**src/rtl/yutorina_bus_arbiter.sv**
```systemverilog
// Round-robin bus arbiter for yutorina_bus: registered one-cold grants, ownership held
// while the owner requests, optional hold limit that preempts between transfers.
module yutorina_bus_arbiter #(
    parameter int NUM_M    = 4,
    parameter int OWN_W    = 2,
    parameter int MAX_HOLD = 16,
    parameter int CNT_W    = 5
) (
    input  logic             clk,
    input  logic             rst,
    input  logic [NUM_M-1:0] req_,
    input  logic             s_as_,
    output logic [NUM_M-1:0] grnt_,
    output logic [OWN_W-1:0] owner,
    output logic             owner_vld
);

    typedef enum logic {IDLE, GRANT} state_t;

    localparam logic [CNT_W-1:0] hold_max = CNT_W'(MAX_HOLD);
    localparam logic             hold_en  = (MAX_HOLD != 0);

    state_t           state;
    logic [OWN_W-1:0] last;
    logic [CNT_W-1:0] cnt;

    logic [NUM_M-1:0]   req;
    logic [2*NUM_M-1:0] rot_full;
    logic [NUM_M-1:0]   rot;
    logic [OWN_W:0]     rot_sh;
    logic               oth_any, all_any;
    logic [OWN_W-1:0]   oth_off, all_off;
    logic [OWN_W-1:0]   oth_win, all_win;
    logic               owner_req;
    logic               preempt;

    // Offset k into the rotated vector is master (last + 1 + k) mod NUM_M.
    function automatic logic [OWN_W-1:0] off_to_idx(input logic [OWN_W-1:0] base,
                                                    input logic [OWN_W-1:0] off);
        logic [OWN_W:0] s;
        s = {1'b0, base} + {1'b0, off} + (OWN_W+1)'(1);
        if (s >= (OWN_W+1)'(NUM_M))
            s = s - (OWN_W+1)'(NUM_M);
        return s[OWN_W-1:0];
    endfunction

    assign req      = ~req_;
    assign rot_sh   = {1'b0, last} + (OWN_W+1)'(1);
    assign rot_full = {req, req} >> rot_sh;
    assign rot      = rot_full[NUM_M-1:0];

    // The top offset is the last owner itself: eligible when idle, never as "another" requester.
    always_comb begin
        // NOTE: combinational blocks use blocking assignments and give every output a default
        // first, so no path leaves a variable unassigned and no latch is inferred.
        oth_any = 1'b0;
        oth_off = '0;
        all_any = 1'b0;
        all_off = '0;
        for (int k = NUM_M - 1; k >= 0; k--) begin
            if (rot[k]) begin
                all_any = 1'b1;
                all_off = OWN_W'(k);
                if (k != NUM_M - 1) begin
                    oth_any = 1'b1;
                    oth_off = OWN_W'(k);
                end
            end
        end
    end

    assign oth_win   = off_to_idx(last, oth_off);
    assign all_win   = off_to_idx(last, all_off);
    assign owner_req = |(req & ~grnt_);
    assign preempt   = hold_en && (cnt == hold_max) && s_as_ && oth_any;

    always_ff @(posedge clk or negedge rst) begin
        // NOTE: every register here is a control flop, so all of them take the async reset;
        // sequential state is always written with non-blocking assignments.
        if (!rst) begin
            state     <= IDLE;
            grnt_     <= '1;
            owner     <= '0;
            owner_vld <= 1'b0;
            cnt       <= '0;
            last      <= OWN_W'(NUM_M - 1);
        end else begin
            case (state)
                IDLE: begin
                    if (all_any) begin
                        state     <= GRANT;
                        grnt_     <= ~(NUM_M'(1) << all_win);
                        owner     <= all_win;
                        owner_vld <= 1'b1;
                        last      <= all_win;
                        cnt       <= '0;
                    end
                end
                GRANT: begin
                    // Release wins over preemption; both pick the same next owner.
                    if (!owner_req || preempt) begin
                        cnt <= '0;
                        if (oth_any) begin
                            grnt_ <= ~(NUM_M'(1) << oth_win);
                            owner <= oth_win;
                            last  <= oth_win;
                        end else begin
                            state     <= IDLE;
                            grnt_     <= '1;
                            owner_vld <= 1'b0;
                        end
                    end else if (cnt != hold_max) begin
                        cnt <= cnt + CNT_W'(1);
                    end
                end
                default: state <= IDLE;
            endcase
        end
    end

endmodule

```
**config.mk**
```make
export PLATFORM = sky130hd
export DESIGN_NAME = yutorina_bus_arbiter
export DESIGN_NICKNAME = d
export VERILOG_FILES = /design/src/rtl/yutorina_bus_arbiter.sv
export SDC_FILE = /design/constraint.sdc
export NUM_CORES = 1
export LEC_CHECK = 0
export ABC_AREA = 1
export ABC_CLOCK_PERIOD_IN_PS = 2200
export CAP_MARGIN = 0
export CORE_MARGIN = 2
export CORE_UTILIZATION = 49
export DETAILED_ROUTE_END_ITERATION = 16
export PLACE_DENSITY = 0.74
export SLEW_MARGIN = 20
export SYNTH_ARGS = -nofsm -noshare
export SYNTH_HDL_FRONTEND = slang
export SYNTH_SLANG_ARGS = --single-unit
```
**constraint.sdc**
```tcl
create_clock -name clk -period 2.2 [get_ports clk]
set_input_delay 0.33 -clock clk [delete_from_list [all_inputs] [get_ports clk]]
set_output_delay 0.33 -clock clk [all_outputs]
set_load 0.02 [all_outputs]
```
Word level (Yosys, flattened, before mapping)
Index checks and enable logic that the tools add are counted.
Widths: inputs -> output; s select.

storage, ports and cells
  input bits = 7
  bits in registers = 15
  output and inout port bits = 7
  logic and storage cells = 77

cells by class
  add/sub/neg operators = 8
  reduce and logical (&&, ||, !) cells = 9
  bitwise operators = 6
  $lt $le $gt $ge = 2
  shift-type cells = 3
  eq/ne operators = 7
  mux-type cells = 36

operator list
  cell                 number
  $mux 2               12
  $not 4->4            4
  $mux 5               3
  $mux 1               13
  $mux 4               3
  $pmux 5 s2           1
  $pmux 4 s2           1
  $shl 1x2->4 const A  2
  $shr 8x3->4          1
  $add 2x2->3          2
  $add 3x1->3 const B  2
  $ge 3x3->1 const B   2
  $reduce_and 3->1     2
  $add 5x1->5 const B  1
  $eq 5x5->1 const B   1
  $ne 5x5->1 const B   1
  $and 4x4->4          1
  $ne 2x1->1 const B   2
  $ne 2x2->1 const B   2
  $pmux 1 s2           2
  $pmux 2 s2           1
  $reduce_and 2->1     2
  $reduce_or 4->1      1
  $sub 2x1->2 const B  2
  other kinds (6)      7

Logic depth before layout (Yosys ltp)
Gate-level depths: netlist of run 1.

  depth in word-level cells = 14
  gate-level depth with buffers = 16
  gate-level depth less buffers = 16

Worst setup path after synthesis of run 1
No wires, ideal clock.

  path kind = flip-flop to flip-flop
  from = register last[0]
  to = register owner[1]
  cell stages (with the launch flop) = 16
  clock period less this slack = 2.090 ns
  path buffers = 0
  arrival time = 1.972 ns
  setup time = 0.118 ns
  data required time = 2.082 ns
  setup slack = 0.110 ns
  cells stage by stage = dfstp_2 > inv_4 > nand2_1 > nand2_1 > nand2_1 > nand2_1 > o21ai_0 > inv_1 > ha_1 > xor2_1 > inv_1 > nand3_1 > nand3_1 > nand2_1 > nand2_1 > nand2_1

between the ends
  cells in the longest elaborated chain, start to end = 12
  elaborated cells between the ends (all ways) = 36
  those cells by class = 7 x add/sub; 2 x order compare; 3 x eq/ne; 1 x shift; 20 x mux; 3 x reduce/logical

RTL lines
  element                                            RTL line  text
  start, declared                                    24        logic [OWN_W-1:0] last;
  start signal, assigned                             86        last <= OWN_W'(NUM_M - 1);
  start signal, assigned                             95        last <= all_win;
  start signal, assigned                             106       last <= oth_win;
  $add 2x1->3                                        48        assign rot_sh = {1'b0, last} + (OWN_W+1)'(1);
  $shr 8x3->4                                        49        assign rot_full = {req, req} >> rot_sh;
  $mux 2 (3 in a row)                                61        if (rot[k]) begin
  $add 2x2->3 / $mux 2 (equally long branches)       41, 61
  $add 3x1->3 / $add 2x2->3 (equally long branches)  41        s = {1'b0, base} + {1'b0, off} + (OWN_W+1)'(1);
  $ge 3x3->1 (tied with other cells)                 42        if (s >= (OWN_W+1)'(NUM_M))
  $mux 2 (tied with other cells)                     42
  $mux 2, on equally long branches                   103, 42
  $mux 2, on equally long branches                   101, 90
  $pmux 2 s2                                         88        case (state)
  end signal, assigned                               93        owner <= all_win;
  end signal, assigned                               105       owner <= oth_win;
  end, declared                                      14        output logic [OWN_W-1:0] owner,

Parallel ways exist; a longest one is shown, timed or not. The select of a mux whose other input is x is not followed.
A chain may end at the register's enable or synchronous reset.

Worst setup path after layout of run 1
Ends and elaborated chain as after synthesis.

==> summary.txt, run 1 <==
Run status
  • Outcome: completed

Final layout
  • Nets: 216
  • P&R area growth vs syn: 32.3%
  • Share of layout cells above drive strength 1: 0.276
  • Diode count: 0
  • Layout Cells excl Fill: roughly 230

Clock network
  • Htree depth: 1
  • Num CTS Buffers: 3
  • Clk buf depth: 2
  • Reg clk slew, reported paths: roughly 90 ps
  • Hold Buf Count CTS: 0
  • Root Driver: clkbuf_4
  • CTS tree: done
  • Clk sinks: 15
  • Worst-skew pair later-pin latency: 300 ps

Route
  • DRT antenna net count: 0
  • Routed wire length: 2750 µm
  • DRT Pass-1 Iters: 5
  • Via count: 1,198
  • Initial DRC Count: 32
  • Avg WL per Cell: 11.9 µm
  • Drt drc: 0
  • Vias per Instance: 5.19

Setup path
  • Critical Path Max Stage Delay: ~570 ps
  • Crit start category: register
  • Reg-to-Reg Start: last[0]
  • Worst setup EP type: register
  • Slowest cell on crit path: dfstp_2
  • Worst Setup SP: last[0]
  • R2R depth: 16
  • Buffers and inverters on the worst path: 3
  • Critical path class: register to register
  • Crit-path max FO: 6
  • R2r setup slk: a little over 90 ps
  • Top Family by Delay on Critical Path: simple AND/OR/NAND/NOR gates
  • Capturing point of the worst reg2reg path: owner[1]
  • Timing endpoint of the critical path: owner[1]
  • Most used cell, CP: nand2_2
  • CP Cell Sequence: buf_6 > nand2_2 > nand2_2 > nand2_2 > nand2_2 > nand2_2 > o21ai_1 > inv_1 > ha_2 > xor2_2 > inv_1 > nand3_2 > nand3_2 > nand2_1 > nand2_1 > nand2_1
  • Worst path depth: 16
  • CP arrival: 2300 ps
  • Worst EP required: 2390 ps

GRT
  • Vias in the first global route: 1,089
  • Total GRT Usage: 0.224
  • Initial antenna violation count: 0
  • Largest net degree at the start of global routing: 16
  • First-pass GRT wire length: 4540 µm
  • GR Overflow Total: 0

Die
  • FP Rows: 17
  • I/O pin cnt: 14
  • Die H: 52.7 µm
  • Initial core utilization: 0.520
  • Die Wd: 52.7 µm
  • Core Box Area: 0.00223 mm²
  • DIE AREA: 0.00278 mm²

Logic synthesis
  • Avg Cell Area, Syn: 6.92 µm²
  • Syn nets: 180
  • Syn Std Cell Area: around 0.0012 mm²
  • Top cells by area, synth: dfrtp_1 (19%), nand2_1 (16%), dfstp_2 (14%)
  • Synthesis-stage register bit count: 15
  • Sequential area share after synthesis: 0.329
  • Synth unique cells: 26
  • Yosys Warn Count: 0
  • Yosys top cell by area: dfrtp_1
  • Synth Instances: 168
  • Top cell type's share of synthesized area: 0.194

STA
  • Clk_skew: roughly 3.0 ps
  • Headroom to the max-slew limit: 0.559
  • Hold Slack: 431 ps
  • Fin. Hold Viols: 0
  • RSZ-0062 raised after global routing: yes
  • Tcrit/Tclk final: 0.957
  • Slew Limit Fails: 0
  • FMAX: 0.475 GHz
  • Setup violators final: 0
  • Least-Margin Pin Slew: 660 ps
  • Fin crit period: between 2000 and 2500 ps

Placement
  • Port-buffer cells: 13
  • GP Congestion: between 0.8 and 0.9
  • Post-DP HPWL: slightly above 2000 µm
  • DP Cell Count: 224

Pwr
  • Peak VDD IR: 0.00100 V
  • Pwr dens: ~1600 mW/mm²
  • LEAKAGE: 0.000783 µW

Min path
  • Worst hold-check path type: input pin to asynchronous set/reset pin

Job
  • Max-cap violations: 0
[state kept, by name, indices dropped and copies added, names as in the netlist]
register / flops
cnt: 5
owner_vld: 1
grnt_: 4
state: 1
owner: 2
last: 2
[layout by cell type (no fill, tap or decap), drive strengths merged]
master / n
a21oi: 4
a22oi: 1
buf: 19
clkbuf: 3
clkdlybuf4s50: 13
clkinv: 2
dfrtp: 9
dfstp: 6
ha: 5
inv: 24
nand2: 59
nand3: 20
nand4: 5
nor2: 16
nor3b: 1
nor4: 1
o21ai: 7
o21bai: 1
o22ai: 3
or2: 2
xor2: 2
[cells in the mapped netlist (all sizes together)]
library cell	instances
clkinv	1
xor2	2
dfrtp	9
o21ai	7
inv	24
a22oi	1
nor2	16
dfstp	6
buf	1
nand4	5
nand2	59
a21oi	4
or2	2
nand3	20
o22ai	3
nor4	1
ha	5
nor3b	1
o21bai	1
[power by group]
group	total [µW]	switching [µW]	internal [µW]
sequential	518	87.4	430
combinational	1820	1060	757
clock	160	91.9	67.9
total	2490	1240	1250
[cell families (layout without fill, tap and decap cells)]
logic type      after synthesis  after routing  synth area share
simple gates                104            104             0.434
buf+inv                      26             61            0.0915
compound gates               16             16            0.0764
flops                        15             15             0.329
fa+ha+maj                     5              5            0.0538
xor+xnor                      2              2            0.0151
[worst reg2reg max path, delay by kind of cell (launching register included)]
family	cells	cell delay [ps]
adder cells (fa/ha/maj)	1	190
flip-flops	1	570
XOR/XNOR	1	150
AO/OA/AOI/OAI	1	90
buffers and inverters	3	280
AND/OR/NAND/NOR	10	720
[metrics by stage]
| step | util | area (µm²) | setup WS, ps | TNS, ps | total power, µW |
|---|---|---|---|---|---|
| 2_1_floorplan | - | 1160 | 110 | 0 | 1630 |
| 3_3_place_gp | 0.646 | 1440 | -167 | -760 | 2130 |
| 3_5_place_dp | 0.646 | 1440 | -232 | -1090 | 2170 |
| 4_1_cts | 0.658 | 1470 | 1.24 | 0 | 2350 |
| 5_1_grt | 0.689 | 1540 | -76.7 | -220 | 2730 |
| 6_report | 0.689 | 1540 | 93.5 | 0 | 2490 |
[layer usage]
layer,GRT usage,up-vias,share of wire,wire [µm]
li1,-,612,-,-
met1,0.283,545,0.45,1250
met2,0.360,31,0.49,1340
met3,0.0371,10,0.028,78
met4,0.124,0,0.028,78
met5,0,-,0,0
[worst min path at each step]
stage | startpoint | slack [ps] | to | cells after the start
detailed placement | grnt_[3] | 480 | grnt_[3] | 2
finish | rst | 430 | cnt[0] | 1
CTS | rst | 450 | cnt[2] | 1
global route | rst | 480 | cnt[2] | 1
floorplan | rst | 30 | cnt[0] | 0
global placement | owner[1] | 470 | owner[1] | 2
[what timing repair did]
action,in CTS,in global routing
buffers inserted,0,3
gates resized for setup,1,14
pin swaps,0,4
setup endpoints to repair,2,6
[final cells by class]
class	count	area, µm²
Multi-Input combinational cell	127	714
Fill cell	182	696
Sequential cell	15	383
Timing Repair Buffer	32	277
Inverter	25	101
Tap cell	28	35.0
Clock buffer	3	22.5
Clock inverter	1	5.00
No activity file was read; power rests on OpenSTA's default activity.
==> inputs of run 2 (changes only) <==
Settings changed: CTS_CLUSTER_SIZE set to 28.
==> results of run 2 <==
Same layout as run 1: the final DEF is identical, and so are final timing and power.
==> inputs of run 3 (changes only) <==
Settings changed: ABC_CLOCK_PERIOD_IN_PS 2200 to 2700, CORE_UTILIZATION 49 to 55, PLACE_DENSITY 0.74 to 0.79.
Clock period 2.2 ns to 2.7 ns, I/O delays scaled along.
==> summary.txt, run 3 (synthesis results as in run 1) <==
Placement
  • Post-DP HPWL: 1950 µm (-5.1%)
  • Pre-CTS setup slack: 149 ps (+381 ps)
  • GP Congestion: 0.799 (-6.1%)
  • Port-buffer cells: 13 (unchanged)

Die
  • Die Wd: 50.0 µm (-5.2%)
  • I/O pin cnt: 14 (unchanged)
  • Initial core utilization: 0.586 (+0.0660)
  • DIE AREA: 0.00250 mm² (-10%)
  • Core Box Area: 0.00198 mm² (-11%)
  • Die H: 50.0 µm (-5.2%)
  • FP Rows: 16 (-1)

Setup path
  • Reg-to-Reg Start: last[0]
  • CP arrival: 2600 ps (+300 ps)
  • Capturing point of the worst reg2reg path: grnt_[0]
  • Worst EP required: 2930 ps (+540 ps)
  • Crit-path max FO: 10 (+4)
  • R2r setup slk: 330 ps (+240 ps)
  • Critical path class: register to register
  • R2R depth: 15 (-1)
  • Crit start category: register
  • Worst Setup SP: last[0]
  • Worst setup EP type: register

STA
  • Fin crit period: 2370 ps (+262 ps)
  • Slew Limit Fails: 0 (unchanged)
  • PnR worst setup slack: 331 ps (+238 ps)
  • Clk_skew: 1.68 ps (-1.27 ps)
  • Total negative slack: 0 ps (unchanged)
  • Setup violators final: 0 (unchanged)
  • FMAX: 0.422 GHz (-11%)
  • Fin. Hold Viols: 0 (unchanged)
  • Hold Slack: 487 ps (+55.7 ps)
  • Least-Margin Pin Slew: 675 ps (+14.7 ps)
  • Tcrit/Tclk final: 0.877 (-0.0802)
  • Headroom to the max-slew limit: 0.549 (-0.00981)
  • RSZ-0062 raised after global routing: no

GRT
  • Vias in the first global route: 995 (-8.6%)
  • First-pass GRT wire length: 4320 µm (-4.9%)
  • Initial antenna violation count: 0 (unchanged)
  • Total GRT Usage: 0.223 (-0.000947)
  • Largest net degree at the start of global routing: 16 (unchanged)
  • GR Overflow Total: 0 (unchanged)

Clock network
  • Root Driver: clkbuf_4
  • Hold Buf Count CTS: 0 (unchanged)
  • Worst-skew pair later-pin latency: 270 ps (-30 ps)
  • Clk buf depth: 2 (unchanged)
  • Htree depth: 1 (unchanged)
  • Setup bufs post-CTS: 0 (unchanged)
  • CTS tree: done
  • Num CTS Buffers: 3 (unchanged)
  • Reg clk slew, reported paths: 90 ps (about the same)
  • Post-CTS sizing: 0 (-1)
  • Clk sinks: 15 (unchanged)

Run status
  • Outcome: completed

Route
  • DRT antenna net count: 0 (unchanged)
  • Via count: 1,071 (-11%)
  • Initial DRC Count: 17 (-47%)
  • Avg WL per Cell: 11.4 µm (-4.6%)
  • DRT Pass-1 Iters: 4 (-1)
  • Routed wire length: 2410 µm (-12%)
  • Vias per Instance: 5.05 (-2.6%)
  • Drt drc: 0 (unchanged)

Final layout
  • Nets: 198 (-8.3%)
  • Largest registers: cnt x5, grnt_ x4
  • Share of layout cells above drive strength 1: 0.141 (-0.135)
  • Diode count: 0 (unchanged)
  • Most frequent cells in the layout: nand2_1 (50), inv_1 (21), nand3_1 (19)
  • Max reg flops: 5 (unchanged)
  • P&R area growth vs syn: 16.7%
  • Commonest non-fill, non-tap cell in the layout: nand2_1
  • Reg with most FFs: cnt

Pwr
  • Peak VDD IR: 0.000672 V (-33%)
  • Pwr dens: 1310 mW/mm² (-19%)
  • LEAKAGE: 0.000691 µW (-12%)

Job
  • Max-cap violations: 0 (unchanged)

Min path
  • Hold EP: grnt_[3]
  • Worst Hold Path Cells: 2
  • Worst hold-check path type: register to register
  • Worst hold start: grnt_[3]
run 3: cell types whose count changed in the layout (fill, tap and decap cells not counted), sizes merged:
cell / change
buf: -18
run 3: worst max-delay path by stage:
stage,to,slack [ps]
final,grnt_[0],330
after global routing,grnt_[0],6
after CTS,owner[1],340
after detailed placement,owner[1],150
after global placement,owner[1],190
after floorplan,owner[1],610
run 3: per-layer routing:
layer | GRT usage | part of all wire | wire length [µm] | vias to the layer above
met2 | 0.393 | 0.49 | 1180 | 9
li1 | - | - | - | 576
met3 | 0.0182 | 0.016 | 38 | 2
met4 | 0.0556 | 0.0062 | 15 | 0
met1 | 0.293 | 0.49 | 1180 | 484
met5 | 0 | 0 | 0 | -
run 3: per-stage QoR:
stage / total power, µW / cells / utilization / instance area, µm²
CTS: 1780 / 212 / 0.684 / 1360
detailed placement: 1650 / 208 / 0.670 / 1330
global route: 1970 / 212 / 0.684 / 1360
global placement: 1620 / 208 / 0.670 / 1330
finish: 1770 / 212 / 0.684 / 1360
floorplan: 1330 / 168 / - / 1160
run 3: power by group:
| group | total (µW) | leakage [µW] | switching, µW | internal, µW |
|---|---|---|---|---|
| Sequential | 447 | 0.000175 | 94.9 | 352 |
| Combinational | 1200 | 0.000499 | 750 | 449 |
| Clock | 128 | 0.0000177 | 72.9 | 54.8 |
run 3: layout make-up:
type,instances,area [µm²]
Sequential cell,15,383
Clock inverter,1,5.00
Timing Repair Buffer,14,138
Clock buffer,3,22.5
Fill cell,171,626
Tap cell,27,33.8
Multi-Input combinational cell,127,673
Inverter,25,101
run 3: critical path, stage by stage, from the launching register on:
cell and delay [ps]:
dfstp_2 620, inv_4 90, nand2_1 60, nand2_1 100, o21ai_0 240, nand2_1 100, o21ai_0 80, inv_1 80
ha_1 190, xor2_1 180, inv_1 70, nand3_1 130, nand3_1 130, nand3_1 120, nand2_1 60, inv_1 50
